$ cat src/rtl/serial_deser_pkg.sv
// -----------------------------------------------------------------------------
// fp_io_pkg
// Shared definitions for the serial operand loader of the FP adder datapath:
//   - deser_state_e : loader FSM states (FILL accepts beats, HOLD parks a
//                     completed word while the output register is occupied)
//   - beats_of      : beats per word (WIDTH / LANES)
//   - cnt_w_of      : beat counter width, never below 1 bit
//   - params_ok     : legality check on WIDTH / LANES used at elaboration
// -----------------------------------------------------------------------------
package fp_io_pkg;

  typedef enum logic {
    FILL = 1'b0,
    HOLD = 1'b1
  } deser_state_e;

  function automatic int beats_of(input int width, input int lanes);
    return width / lanes;
  endfunction

  function automatic int cnt_w_of(input int width, input int lanes);
    int beats;
    beats = width / lanes;
    return (beats <= 1) ? 1 : $clog2(beats);
  endfunction

  function automatic bit params_ok(input int width, input int lanes);
    bit lanes_legal;
    lanes_legal = (lanes == 1) || (lanes == 2) || (lanes == 4) || (lanes == 8);
    return lanes_legal && (lanes <= width) && ((width % lanes) == 0);
  endfunction

endpackage

$ cat src/rtl/serial_deser_if.sv
// -----------------------------------------------------------------------------
// serial_deser_if
// Bundles the serial-side beat inputs and the parallel-side valid/ready word
// output of the deserializer.
//   master : the link/consumer side (drives beats, abort, ready, overrun clear)
//   slave  : the deserializer itself
// Signals:
//   serial_in    [LANES]  beat data          wr_in        beat strobe
//   abort_in              drop partial frame input_rdy    shifter accepts beats
//   parallel_out [WIDTH]  assembled word     out_valid    word pending
//   out_ready_in          consumer accepts   overrun_out  sticky dropped-beat flag
//   clr_ovr_in            clear overrun_out
// -----------------------------------------------------------------------------
interface serial_deser_if #(
  parameter int WIDTH = 32,
  parameter int LANES = 1
);

  logic [LANES-1:0] serial_in;
  logic             wr_in;
  logic             abort_in;
  logic             input_rdy;
  logic [WIDTH-1:0] parallel_out;
  logic             out_valid;
  logic             out_ready_in;
  logic             overrun_out;
  logic             clr_ovr_in;

  modport master (
    output serial_in, wr_in, abort_in, out_ready_in, clr_ovr_in,
    input  input_rdy, parallel_out, out_valid, overrun_out
  );

  modport slave (
    input  serial_in, wr_in, abort_in, out_ready_in, clr_ovr_in,
    output input_rdy, parallel_out, out_valid, overrun_out
  );

endinterface

$ cat src/rtl/serial_deser_shift_core.sv
// -----------------------------------------------------------------------------
// deser_shift_core
// Shift register, bit-order selection and beat counter of the deserializer.
// Ports:
//   clk_in, rst_n_in   clock, asynchronous active-low reset
//   shift_en_i         accept serial_i this cycle
//   clear_i            discard the partial frame (counter and shifter to 0)
//   serial_i [LANES]   beat data
//   word_next_o        shifter contents after this cycle's beat; valid as the
//                      completed word in the cycle last_beat_o is high
//   word_o             current shifter contents (the parked word while HOLD)
//   last_beat_o        the beat being accepted completes the word
// -----------------------------------------------------------------------------
module deser_shift_core
  import fp_io_pkg::*;
#(
  parameter int WIDTH     = 32,
  parameter int LANES     = 1,
  parameter bit MSB_FIRST = 1'b0
) (
  input  logic             clk_in,
  input  logic             rst_n_in,
  input  logic             shift_en_i,
  input  logic             clear_i,
  input  logic [LANES-1:0] serial_i,
  output logic [WIDTH-1:0] word_next_o,
  output logic [WIDTH-1:0] word_o,
  output logic             last_beat_o
);

  localparam int BEATS = beats_of(WIDTH, LANES);
  localparam int CNT_W = cnt_w_of(WIDTH, LANES);
  localparam logic [CNT_W-1:0] LAST_CNT = CNT_W'(BEATS - 1);

  logic [WIDTH-1:0] shift_q, shift_d, shifted;
  logic [CNT_W-1:0] cnt_q, cnt_d;

  // LSB-first: beats enter at the top and drift down, so the first beat ends
  // in [LANES-1:0]. MSB-first: beats enter at the bottom and move up.
  generate
    if (BEATS == 1) begin : g_single
      assign shifted = serial_i;
    end else if (MSB_FIRST) begin : g_msb
      assign shifted = {shift_q[WIDTH-LANES-1:0], serial_i};
    end else begin : g_lsb
      assign shifted = {serial_i, shift_q[WIDTH-1:LANES]};
    end
  endgenerate

  always_comb begin
    shift_d = shift_q;
    cnt_d   = cnt_q;
    if (clear_i) begin
      shift_d = '0;
      cnt_d   = '0;
    end else if (shift_en_i) begin
      shift_d = shifted;
      cnt_d   = (cnt_q == LAST_CNT) ? '0 : cnt_q + CNT_W'(1);
    end
  end

  always_ff @(posedge clk_in or negedge rst_n_in) begin
    if (!rst_n_in) begin
      shift_q <= '0;
      cnt_q   <= '0;
    end else begin
      shift_q <= shift_d;
      cnt_q   <= cnt_d;
    end
  end

  assign last_beat_o = shift_en_i && !clear_i && (cnt_q == LAST_CNT);
  assign word_next_o = shifted;
  assign word_o      = shift_q;

endmodule

$ cat src/rtl/serial_deser.sv
// -----------------------------------------------------------------------------
// serial_deser
// Serial-to-parallel operand loader for the FP adder. Collects LANES bits per
// beat into a WIDTH-bit word, then presents it on a registered valid/ready
// output. A completed word that cannot be handed over is parked in the
// shifter (HOLD) so the output register and shifter form a double buffer.
// Ports:
//   clk_in    rising-edge clock
//   rst_n_in  asynchronous active-low reset
//   bus       serial_deser_if.slave: serial_in, wr_in, abort_in, input_rdy,
//             parallel_out, out_valid, out_ready_in, overrun_out, clr_ovr_in
// All bus outputs come straight from registers.
// -----------------------------------------------------------------------------
module serial_deser
  import fp_io_pkg::*;
#(
  parameter int WIDTH     = 32,
  parameter int LANES     = 1,
  parameter bit MSB_FIRST = 1'b0
) (
  input logic           clk_in,
  input logic           rst_n_in,
  serial_deser_if.slave bus
);

  generate
    if (!params_ok(WIDTH, LANES)) begin : g_bad_params
      $error("serial_deser: LANES must be 1/2/4/8, <= WIDTH, and divide WIDTH");
    end
  endgenerate

  deser_state_e     state_q, state_d;
  logic [WIDTH-1:0] out_q, out_d;
  logic             valid_q, valid_d;
  logic             ovr_q, ovr_d;
  logic             rdy_q, rdy_d;

  logic             in_fill;
  logic             transfer;
  logic             shift_en;
  logic             clear;
  logic             drop;
  logic             last_beat;
  logic [WIDTH-1:0] word_next;
  logic [WIDTH-1:0] word_held;

  assign in_fill  = (state_q == FILL);
  assign transfer = valid_q && bus.out_ready_in;
  // Abort beats a simultaneous write; in HOLD abort has no effect.
  assign shift_en = in_fill && bus.wr_in && !bus.abort_in;
  assign clear    = in_fill && bus.abort_in;
  assign drop     = !in_fill && bus.wr_in;

  deser_shift_core #(
    .WIDTH     (WIDTH),
    .LANES     (LANES),
    .MSB_FIRST (MSB_FIRST)
  ) u_core (
    .clk_in      (clk_in),
    .rst_n_in    (rst_n_in),
    .shift_en_i  (shift_en),
    .clear_i     (clear),
    .serial_i    (bus.serial_in),
    .word_next_o (word_next),
    .word_o      (word_held),
    .last_beat_o (last_beat)
  );

  always_comb begin
    state_d = state_q;
    out_d   = out_q;
    valid_d = valid_q;
    ovr_d   = ovr_q;

    case (state_q)
      FILL: begin
        if (last_beat) begin
          // Output register is free if empty or being drained this edge.
          if (!valid_q || transfer) begin
            out_d   = word_next;
            valid_d = 1'b1;
          end else begin
            state_d = HOLD;
          end
        end else if (transfer) begin
          valid_d = 1'b0;
        end
      end
      HOLD: begin
        if (transfer) begin
          out_d   = word_held;
          state_d = FILL;
        end
      end
      default: state_d = FILL;
    endcase

    // A dropped beat outranks a simultaneous clear.
    if (drop) begin
      ovr_d = 1'b1;
    end else if (bus.clr_ovr_in) begin
      ovr_d = 1'b0;
    end
  end

  assign rdy_d = (state_d == FILL);

  always_ff @(posedge clk_in or negedge rst_n_in) begin
    if (!rst_n_in) begin
      state_q <= FILL;
      out_q   <= '0;
      valid_q <= 1'b0;
      ovr_q   <= 1'b0;
      rdy_q   <= 1'b1;
    end else begin
      state_q <= state_d;
      out_q   <= out_d;
      valid_q <= valid_d;
      ovr_q   <= ovr_d;
      rdy_q   <= rdy_d;
    end
  end

  assign bus.input_rdy    = rdy_q;
  assign bus.parallel_out = out_q;
  assign bus.out_valid    = valid_q;
  assign bus.overrun_out  = ovr_q;

endmodule
$ cat src/flat_wrapper.sv
// flat-port wrapper written by rule: the top's interface ports become plain ports
module serial_deser_flat import fp_io_pkg::*;
#(
  parameter int WIDTH     = 32,
  parameter int LANES     = 1,
  parameter bit MSB_FIRST = 1'b0
)
  (clk_in, rst_n_in, bus_serial_in, bus_wr_in, bus_abort_in, bus_out_ready_in, bus_clr_ovr_in, bus_input_rdy, bus_parallel_out, bus_out_valid, bus_overrun_out);
  serial_deser_if #(.WIDTH(WIDTH), .LANES(LANES)) bus_i ();
  input logic clk_in;
  input logic rst_n_in;
  input wire logic [$bits(bus_i.serial_in)-1:0] bus_serial_in;
  input wire logic [$bits(bus_i.wr_in)-1:0] bus_wr_in;
  input wire logic [$bits(bus_i.abort_in)-1:0] bus_abort_in;
  input wire logic [$bits(bus_i.out_ready_in)-1:0] bus_out_ready_in;
  input wire logic [$bits(bus_i.clr_ovr_in)-1:0] bus_clr_ovr_in;
  output wire logic [$bits(bus_i.input_rdy)-1:0] bus_input_rdy;
  output wire logic [$bits(bus_i.parallel_out)-1:0] bus_parallel_out;
  output wire logic [$bits(bus_i.out_valid)-1:0] bus_out_valid;
  output wire logic [$bits(bus_i.overrun_out)-1:0] bus_overrun_out;
  assign bus_i.serial_in = bus_serial_in;
  assign bus_i.wr_in = bus_wr_in;
  assign bus_i.abort_in = bus_abort_in;
  assign bus_i.out_ready_in = bus_out_ready_in;
  assign bus_i.clr_ovr_in = bus_clr_ovr_in;
  assign bus_input_rdy = bus_i.input_rdy;
  assign bus_parallel_out = bus_i.parallel_out;
  assign bus_out_valid = bus_i.out_valid;
  assign bus_overrun_out = bus_i.overrun_out;
  serial_deser #(.WIDTH(WIDTH), .LANES(LANES), .MSB_FIRST(MSB_FIRST)) u_core (.clk_in(clk_in), .rst_n_in(rst_n_in), .bus(bus_i));
endmodule
$ cat config.mk
export PLATFORM = sky130hd
export DESIGN_NAME = serial_deser_flat
export DESIGN_NICKNAME = d
export VERILOG_FILES = /design/src/rtl/serial_deser_pkg.sv /design/src/rtl/serial_deser_if.sv /design/src/rtl/serial_deser_shift_core.sv /design/src/rtl/serial_deser.sv /design/src/flat_wrapper.sv
export SDC_FILE = /design/constraint.sdc
export NUM_CORES = 1
export LEC_CHECK = 0
export ABC_AREA = 1
export ABC_CLOCK_PERIOD_IN_PS = 2300
export CAP_MARGIN = 25
export CELL_PAD_IN_SITES_DETAIL_PLACEMENT = 0
export CELL_PAD_IN_SITES_GLOBAL_PLACEMENT = 2
export CORE_MARGIN = 2
export CORE_UTILIZATION = 25
export CTS_BUF_LIST = sky130_fd_sc_hd__clkbuf_4 sky130_fd_sc_hd__clkbuf_8
export DETAILED_ROUTE_END_ITERATION = 10
export PLACE_DENSITY_LB_ADDON = 0.25
export REMOVE_ABC_BUFFERS = 1
export SYNTH_ARGS = -nofsm -noshare
export SYNTH_HDL_FRONTEND = slang
export SYNTH_SLANG_ARGS = --single-unit
$ cat constraint.sdc
create_clock -name clk_in -period 2.3 [get_ports clk_in]
set_input_delay 0.46 -clock clk_in [delete_from_list [all_inputs] [get_ports clk_in]]
set_output_delay 0.46 -clock clk_in [all_outputs]
set_load 0.01 [all_outputs]
==> qor_table.md <==
| Quantity | Reported |
|:---|:---|
| Post-synthesis sequential area ratio | 0.568 |
| Type of the worst min-delay path | input pin to async pin |
| CP endpoint kind | flop |
| CTS hold repair buffers | 0 |
| Count of nets after finishing | 414 |
| Crit start category | flop |
| Synth top area cells | sky130_fd_sc_hd__dfrtp_1 56%, sky130_fd_sc_hd__nand2_1 12%, sky130_fd_sc_hd__o21ai_0 6.5% |
| Critical path peak fanout | 32 |
| Overall routing resource usage | 0.114 |
| Share of total power in sequential cells | 0.557 |
| Via count of the first global-routing pass | 2,481 |
| Number of distinct library cells after synthesis | 20 |
| Unrepaired setup endpoints after global routing | no |
| Width of the chip | 117 um |
| Number of input and output port buffers inserted | 41 |
| Cell taking the most area after synthesis | sky130_fd_sc_hd__dfrtp_1 |
| Fraction of layout instances using a drive strength above 1 | 0.0854 |
| Final slew viol count | 0 |
| Count of state elements after synthesis | 73 |
| Fill cells | 1,398 |
| Average routed wire per standard cell | 12.7 um |
| Detailed Route WL | 7400 um |
| Global-route wire length before repair | 12,800 um |
| I/O pin cnt | 42 |
| Run status | complete, no violations |
| Most instantiated cells after synthesis | 106 x sky130_fd_sc_hd__nand2_1, 72 x sky130_fd_sc_hd__dfrtp_1, 42 x sky130_fd_sc_hd__o21ai_0 |
| Headroom to the max-slew limit | 0.612 |
| Overflow after GRT | 0 |
| Post-DP HPWL | 4670 um |
| Largest net degree at the start of global routing | 43 |
| Insertion delay of the later-clocked pin in the worst-skew pair | 0.34 ns |
| Number of max-cap violations | 0 |
| Yosys warnings | 0 |
| Maximum ir drop on the vdd rail | 207 uV |
| Number of antenna diodes | 0 |
| Std-Cell Rows | 41 |
| Final weighted congestion of routability-driven global placement | 0.701 |
| Clock tree from TritonCTS | built |
| Worst r2r dst | u_core.bus.parallel_out[4] |
| Ratio of final minimum period to clock period | 0.842 |
| Portion of synthesized cell area occupied by the leading cell type | 0.560 |
| Highest Clock Rate | 516 MHz |
| Total power divided by cell area | 582 nW/um^2 |
| Initial standard-cell utilization of the core | 0.255 |
| Part of the total power dissipated in the clock network | 0.406 |
| RR Startpoint | u_core.u_core.cnt_q[0] |
| Clock edge transition at the registers on the reported setup and hold paths | 0.08 ns |
| Die height | 117 um |
| Clock H-tree levels | 3 |
| CORE AREA | 12,600 um^2 |
| Root Buffer Master | sky130_fd_sc_hd__clkbuf_8 |
| Synthesized area per cell | 8.80 um^2 |
| Non-Filler Cell Area, Final | 3990 um^2 |
| Post-detailed-route DRC marker count | 0 |
| DR iter-0 viols | 130 |
| Clock sink count | 73 |
| Share of total power consumed by net switching | 0.231 |
| Cells after Synth | 366 |
| Setup fix buffers added after clock tree synthesis | 0 |
| Worst-case reg-to-reg path depth | 9 |
| Mean number of vias per cell | 4.29 |
| Area overhead of the layout relative to synthesis | 23.9% |
| Most instantiated flip-flop cell in the synthesis netlist | sky130_fd_sc_hd__dfrtp_1 |
| Hold Vio Cnt, Final | 0 |
| Cell area after placement | 3810 um^2 |
| Initial antenna violation count | 0 |
| Post-detailed-route count of antenna-violating nets | 0 |
| Endpoints failing setup | 0 |
| Worst setup path category | flop to flop |
| Signal arrival time at the worst endpoint | 2.17 ns |
| Total number of vias | 2,499 |
| Number of detailed-routing iterations run before antenna repair | 4 |
| Post-layout instance count excluding filler cells | 582 |
| Measured slew at the worst slew-check pin | 0.582 ns |
| Cell internal power dissipation | 0.00179 W |
| Number of gates given a new drive strength after cts | 0 |
| Number of instances in the placed design | 566 |
| Leakage power of the design | 1.82 nW |
| Post-route clock skew | 0.0124 ns |
| Asr flop ratio synth | 1.00 |
| Most common cell in the netlist | sky130_fd_sc_hd__nand2_1 |
| DIE AREA | 13,800 um^2 |
| Data required time at the worst endpoint | 2.54 ns |
| Setup slack of the worst register-to-register path | 0.36 ns |
| Maximum root-to-sink buffer count | 2 |
| Total CTS buffers | 9 |
| Shortest period the worst path allows | 1.94 ns |
| Combinational group share of total power | 0.038 |
| Number of enable flip-flop cells after synthesis | 0 |
| Switching power | 0.000536 W |
| Cell Area, Synth | 3220 um^2 |
cells by family after synthesis:
group                    after synthesis  synth area share
adder cells (fa/ha/maj)                2           0.00777
AO/OA/AOI/OAI                         73             0.126
multiplexers                           1           0.00311
AND/OR/NAND/NOR                      153             0.203
flip-flops                            73             0.568
XOR/XNOR                               1           0.00272
buffers and inverters                 63            0.0902
worst max-delay path: stages, from the launching register on:
cell and delay, ns:
sky130_fd_sc_hd__dfrtp_1 0.41, sky130_fd_sc_hd__ha_1 0.20, sky130_fd_sc_hd__nand2_1 0.06, sky130_fd_sc_hd__nor2_1 0.09, sky130_fd_sc_hd__ha_1 0.23, sky130_fd_sc_hd__nand3_2 0.13, sky130_fd_sc_hd__nand2_4 0.22, sky130_fd_sc_hd__nand2_4 0.28
sky130_fd_sc_hd__nand2_1 0.15, sky130_fd_sc_hd__nand2_1 0.05
through the flow:
step / setup TNS (ns) / hold slack (ns) / total power (W) / utilization / setup slack [ns]
3_3_place_gp: 0 / 0.459 / 0.00141 / 0.302 / 0.316
5_1_grt: 0 / 0.170 / 0.00242 / 0.316 / 0.135
4_1_cts: 0 / 0.141 / 0.00236 / 0.316 / 0.317
6_report: 0 / 0.118 / 0.00232 / 0.316 / 0.362
3_5_place_dp: 0 / 0.460 / 0.00141 / 0.302 / 0.289
2_1_floorplan: -7.86 / 0.164 / 0.00134 / - / -0.219
sequential cells by signal, indices dropped and copies added (netlist names):
register	cells
u_core.bus.parallel_out	32
u_core.u_core.word_o	32
u_core.u_core.cnt_q	5
u_core.bus.input_rdy	1
u_core.bus.out_valid	1
u_core.bus.overrun_out	1
u_core.state_q	1
layout by cell type, fill, tap and decap left out, types with 3 or more instances in the layout:
cell type                         instances
sky130_fd_sc_hd__buf_4                    9
sky130_fd_sc_hd__clkbuf_8                11
sky130_fd_sc_hd__clkdlybuf4s50_1         40
sky130_fd_sc_hd__clkinv_2                 3
sky130_fd_sc_hd__dfrtp_1                 71
sky130_fd_sc_hd__inv_1                   40
sky130_fd_sc_hd__nand2_1                106
sky130_fd_sc_hd__nand3_1                 36
sky130_fd_sc_hd__nor2_1                   4
sky130_fd_sc_hd__o21ai_0                 42
sky130_fd_sc_hd__o22ai_1                 31
worst max-delay path by stage:
stage                                 from                     endpoint  slack [ns]
finish              u_core.u_core.cnt_q[0]   u_core.bus.parallel_out[4]        0.36
global route        u_core.u_core.cnt_q[0]   u_core.bus.parallel_out[5]        0.13
CTS                 u_core.u_core.cnt_q[0]   u_core.bus.parallel_out[4]        0.32
detailed placement            bus_abort_in   u_core.bus.parallel_out[4]        0.29
global placement              bus_abort_in  u_core.bus.parallel_out[12]        0.32
floorplan                   u_core.state_q       u_core.u_core.cnt_q[0]       -0.22
metal layers:
metal | track usage | part of all wire
met1 | 0.158 | 0.50
met2 | 0.177 | 0.45
met3 | 0.0223 | 0.039
met4 | 0.0474 | 0.015
met5 | 0 | 0
layout make-up:
cell class / instances / area, um^2 / area share
flip-flops and latches: 73 / 1830 / 0.459
multi-input cells: 230 / 1100 / 0.277
repair buffers: 51 / 508 / 0.127
well taps: 172 / 215 / 0.0540
clock buffers: 13 / 166 / 0.0417
inverters: 40 / 150 / 0.0377
clock inverters: 3 / 15.0 / 0.00377
power groups by stage:
stage	Combinational (W)	Clock (W)	Sequential, W
global placement	0.0000917	0	0.00132
floorplan	0.0000273	0	0.00132
finish	0.0000877	0.000942	0.00129
CTS	0.0000920	0.000978	0.00129
global route	0.000101	0.00102	0.00129
detailed placement	0.0000922	0	0.00132
Note: power is estimated with default switching activity, not from simulation.
